<file path="src/rtl/lsu_mem_master.sv">
// Single-outstanding load/store master: word-aligns the request, drives byte
// strobes, waits for the memory ack with a timeout, and returns extended load data.
module lsu_mem_master #(
  parameter int TIMEOUT = 255
) (
  input  logic        clock,
  input  logic        reset,
  input  logic        req_valid,
  output logic        req_ready,
  input  logic        req_wr,
  input  logic [31:0] req_addr,
  input  logic [31:0] req_wdata,
  input  logic [1:0]  req_size,
  input  logic        req_signed,
  output logic        resp_valid,
  input  logic        resp_ready,
  output logic [31:0] resp_rdata,
  output logic        resp_err,
  output logic        mem_en,
  output logic        mem_wr,
  output logic [31:0] mem_addr,
  output logic [31:0] mem_wdata,
  output logic [3:0]  mem_wstrb,
  input  logic [31:0] mem_rdata,
  input  logic        mem_rvalid
);
  typedef enum logic [1:0] {IDLE, REQ, WAIT, RESP} state_t;

  state_t      r_state, w_next;
  logic        r_wr, r_signed, r_err;
  logic [31:0] r_addr, r_wdata, r_rdata;
  logic [1:0]  r_size;
  logic [7:0]  r_cnt;

  logic        w_bad;
  logic        w_tmo;
  logic [31:0] w_shift, w_ext, w_wdata;
  logic [3:0]  w_wstrb;

  assign w_bad = (req_size == 2'd3) ||
                 (req_size == 2'd1 && req_addr[0]) ||
                 (req_size == 2'd2 && req_addr[1:0] != 2'b00);
  assign w_tmo = (r_cnt == 8'(TIMEOUT));

  assign w_shift = mem_rdata >> {r_addr[1:0], 3'b000};
  always_comb begin
    w_ext = w_shift;
    case (r_size)
      2'd0:    w_ext = {{24{r_signed & w_shift[7]}},  w_shift[7:0]};
      2'd1:    w_ext = {{16{r_signed & w_shift[15]}}, w_shift[15:0]};
      default: w_ext = w_shift;
    endcase
  end

  // Narrow stores are replicated across all lanes; the strobes pick the live ones.
  always_comb begin
    w_wdata = r_wdata;
    w_wstrb = 4'b1111;
    case (r_size)
      2'd0: begin
        w_wdata = {4{r_wdata[7:0]}};
        w_wstrb = 4'b0001 << r_addr[1:0];
      end
      2'd1: begin
        w_wdata = {2{r_wdata[15:0]}};
        w_wstrb = 4'b0011 << r_addr[1:0];
      end
      default: begin
        w_wdata = r_wdata;
        w_wstrb = 4'b1111;
      end
    endcase
  end

  always_comb begin
    w_next = r_state;
    case (r_state)
      IDLE: if (req_valid) w_next = w_bad ? RESP : REQ;
      REQ:  w_next = WAIT;
      WAIT: if (mem_rvalid || w_tmo) w_next = RESP;
      RESP: if (resp_ready) w_next = IDLE;
      default: w_next = IDLE;
    endcase
  end

  always_ff @(posedge clock) begin
    if (reset) begin
      r_state  <= IDLE;
      r_wr     <= 1'b0;
      r_signed <= 1'b0;
      r_err    <= 1'b0;
      r_addr   <= '0;
      r_wdata  <= '0;
      r_rdata  <= '0;
      r_size   <= '0;
      r_cnt    <= '0;
    end else begin
      r_state <= w_next;
      case (r_state)
        IDLE: if (req_valid) begin
          r_wr     <= req_wr;
          r_addr   <= req_addr;
          r_wdata  <= req_wdata;
          r_size   <= req_size;
          r_signed <= req_signed;
          r_err    <= w_bad;
          r_rdata  <= '0;
        end
        REQ: r_cnt <= '0;
        WAIT: begin
          // An ack in the timeout cycle still completes the access cleanly.
          if (mem_rvalid)  r_rdata <= r_wr ? 32'd0 : w_ext;
          else if (w_tmo)  r_err   <= 1'b1;
          else             r_cnt   <= r_cnt + 8'd1;
        end
        default: ;
      endcase
    end
  end

  assign req_ready  = (r_state == IDLE);
  assign resp_valid = (r_state == RESP);
  assign resp_err   = (r_state == RESP) && r_err;
  assign resp_rdata = (r_state == RESP) ? r_rdata : 32'd0;
  assign mem_en     = (r_state == REQ);
  assign mem_wr     = (r_state == REQ) && r_wr;
  assign mem_addr   = (r_state == REQ) ? {r_addr[31:2], 2'b00} : 32'd0;
  assign mem_wdata  = (r_state == REQ) ? w_wdata : 32'd0;
  assign mem_wstrb  = (r_state == REQ && r_wr) ? w_wstrb : 4'b0000;
endmodule

</file>
<file path="config.mk">
export PLATFORM = sky130hd
export DESIGN_NAME = lsu_mem_master
export DESIGN_NICKNAME = d
export VERILOG_FILES = /design/src/rtl/lsu_mem_master.sv
export SDC_FILE = /design/constraint.sdc
export NUM_CORES = 1
export LEC_CHECK = 0
export CAP_MARGIN = 20
export CORE_MARGIN = 3
export CORE_UTILIZATION = 40
export CTS_BUF_LIST = sky130_fd_sc_hd__clkbuf_2
export DETAILED_ROUTE_END_ITERATION = 6
export PLACE_DENSITY = 0.73
export SYNTH_ARGS = -nofsm -noshare
export SYNTH_HDL_FRONTEND = slang
export SYNTH_SLANG_ARGS = --single-unit
export TNS_END_PERCENT = 10
</file>
<file path="constraint.sdc">
create_clock -name clock -period 2.3 [get_ports clock]
set_clock_uncertainty 0.2 [all_clocks]
set_input_delay 0.575 -clock clock [delete_from_list [all_inputs] [get_ports clock]]
set_output_delay 0.575 -clock clock [all_outputs]
set_load 0.01 [all_outputs]
</file>
==> out/results.txt <==
Failing checks -> negative setup slack
RSZ-0062 raised after global routing -> true
Period utilization -> 113%
Commonest non-fill, non-tap cell in the layout -> nand2_1
Final setup viols -> 103
Fin cells -> 1109
Fin nets -> 1037
Number of fill cells -> 1196
Critical path peak fanout -> 8
Total Power -> 6.33 mW
Post-synth top area share -> 39.2%
Crit-path slowest cell -> dfxtp_4
First-pass detailed-route iteration total -> 5
Io pins -> 210
Crit end category -> output port
Die width -> 125 microns
Layout cell share with drive strength beyond 1 -> 29.5%
CP required -> 1.52 ns
Clock Sinks -> 111
Dpl cells -> 1083
Total CTS buffers -> 9
Signal arrival time at the worst endpoint -> 1.82 ns
CP dominant cell by count -> buf_6
Worst path bufs/invs -> 3
Vias -> 5882
CP Launch Type -> register
Synth warn -> 0
Status -> finished, violations left
HP Class -> primary input to register
Max cap viols -> 0
DRC errors left -> 0
H-tree levels -> 3
CTS clk-pin slew, worst paths -> 0.28 ns
Vias per cell -> 5.30
Fin crit period -> 2.60 ns
I/O Buffers -> 207
Setup ws final -> -0.297 ns
Global route total overflow -> 0
CP Class -> register to output port
CP max stage delay -> 0.43 ns
Peak supply drop -> 400 uV
Final ANT Viol Nets -> 0
Initial antenna violation count -> 1
Die area -> 15600 sq um
Global-route wire length before repair -> 30400 microns
Hold Fails Final Rpt -> 0
Largest net degree at the start of global routing -> 69
Multi-input logic area -> 3360 sq um
Final WL -> 19600 microns
Synth area leaders -> dfxtp_1, nand2_1, and2_1
Sequential area share after synthesis -> 39.2%
P_leak -> 3.59 nW
Drt first-iter violations -> 381
Pre-CTS setup slack -> -0.212 ns
Std-Cell Rows -> 42
Cells along the critical path -> buf_6 -> ha_4 -> clkbuf_16 -> and2_4 -> buf_6
Die H -> 125 microns
Avg Cell Area, Syn -> 8.00 sq um
Placer Congestion -> 0.895
Sequential cell area -> 2240 sq um
Layout area overhead -> 50.9%
Yosys reg bits -> 111
Final TNS setup -> -21.41 ns
Synth cell types -> 56
Post-synth top area cell -> dfxtp_1
Most frequent cells in the layout -> nand2_1, dfxtp_1, clkdlybuf4s50_1, a21oi_1, buf_6
Achievable Freq -> 385 MHz
Async set-reset flop share out of synthesis -> 0%
Top FF cell, synth -> dfxtp_1
Final HPWL DP -> 14000 microns
Avg WL per Cell -> 17.7 microns
CTS tree -> yes
Clock Root Buffer -> clkbuf_2
Gr usage total -> 23.7%
Synthesized area -> 5670 sq um
Initial Util -> 41.8%
Crit path max-delay family -> flip-flops
Cell Pwr Density -> 740 nW/um^2
Core area -> 13600 sq um
Number of global-route vias before repair -> 5780
Clock latency at the later pin of the worst-skew pair -> 0.60 ns
Max-slew violation count -> 0
Gate Count Post-Synth -> 709
Clock tree buffer depth -> 2
EDFF count, synth -> 0
==> metal layers <==
metal	vias to the layer above	wire, microns	global-route usage, %
li1	2857	-	-
met1	2756	8220	29.9
met2	246	9140	38.5
met3	23	1890	7.80
met4	0	367	7.97
met5	-	0	0
==> path summary, 6_finish.rpt <==
| check | start | endpoint | slack (ns) | cells past startpoint |
|---|---|---|---|---|
| setup / recovery | r_state[0] | resp_err | -0.30 | 5 |
| hold / removal | reset | r_state[0] | 0.16 | 3 |
| setup reg to reg | r_state[0] | r_rdata[24] | 0.14 | 8 |
| hold reg to reg | r_addr[7] | r_addr[7] | 0.27 | 2 |
==> power by group <==
group | switching, mW | internal (mW) | total (mW)
logic | 1.61 | 1.49 | 3.10
clock network | 0.633 | 0.242 | 0.875
registers | 0.182 | 2.17 | 2.36
==> logic make-up after synthesis <==
group           count (synthesis)  synth area share, %
fa+ha+maj                       5                 1.10
other cells                     1               0.0661
mux                            29                 5.36
buf+inv                        72                 5.78
xor+xnor                        1                0.154
simple gates                  322                 27.5
compound gates                168                 20.8
flops                         111                 39.2
==> tightest hold or removal path: stages <==
cell	delay [ns]
buf_2	0.19
inv_1	0.09
o211a_1	0.12
==> stage by stage <==
step | util, % | cell area [sq um] | hold slack [ns]
after detailed placement | 60.2 | 8170 | 0.245
final | 63.1 | 8560 | 0.161
after CTS | 59.9 | 8120 | 0.106
after global routing | 63.1 | 8560 | 0.138
after global placement | 60.2 | 8170 | 0.238
after floorplan | - | 5680 | 0.232
==> flip-flops by register name, summed over array words and instances, names as in the netlist <==
name	count
r_addr	32
r_cnt	8
r_err	1
r_rdata	32
r_signed	1
r_size	2
r_state	2
r_wdata	32
r_wr	1
==> what timing repair did <==
action | 4_1_cts | 5_1_grt
endpoints found under the setup margin | 111 | 122
pin swaps | 11 | 36
hold buffers | 0 | 0
gates cloned | 3 | 1
resized for setup | 475 | 109
buffers inserted | 2 | 3
==> synthesized netlist by cell type (2+ instances only) <==
library cell and instances:
o221ai_1 10, buf_6 3, a211o_1 7, nand2b_2 2, a21oi_1 77, nor2_1 18, a221o_1 6, nand2_1 183
and2_1 73, or4_1 2, nor4_4 2, a22oi_1 2, buf_2 7, a22o_1 8, nand4_1 2, nor3_1 3
or3_1 4, dfxtp_1 111, o21bai_1 2, a21boi_0 8, nor2b_1 18, a221o_2 10, o211a_1 9, inv_1 14
clkbuf_1 39, mux2i_1 27, buf_1 4, a32oi_1 7, ha_1 5, nand3_1 3, o22ai_1 2, buf_4 4
nand2b_1 3, o21ai_0 12
==> cell type report <==
type,count,share of cell area [%]
Antenna cell,1,0.0292
Clock buffer,10,0.585
Clock inverter,6,0.600
Inverter,14,0.614
Multi-Input combinational cell,527,39.3
Sequential cell,111,26.1
Tap cell,176,2.57
Timing Repair Buffer,264,30.2
No activity file was read; power rests on OpenSTA's default activity.
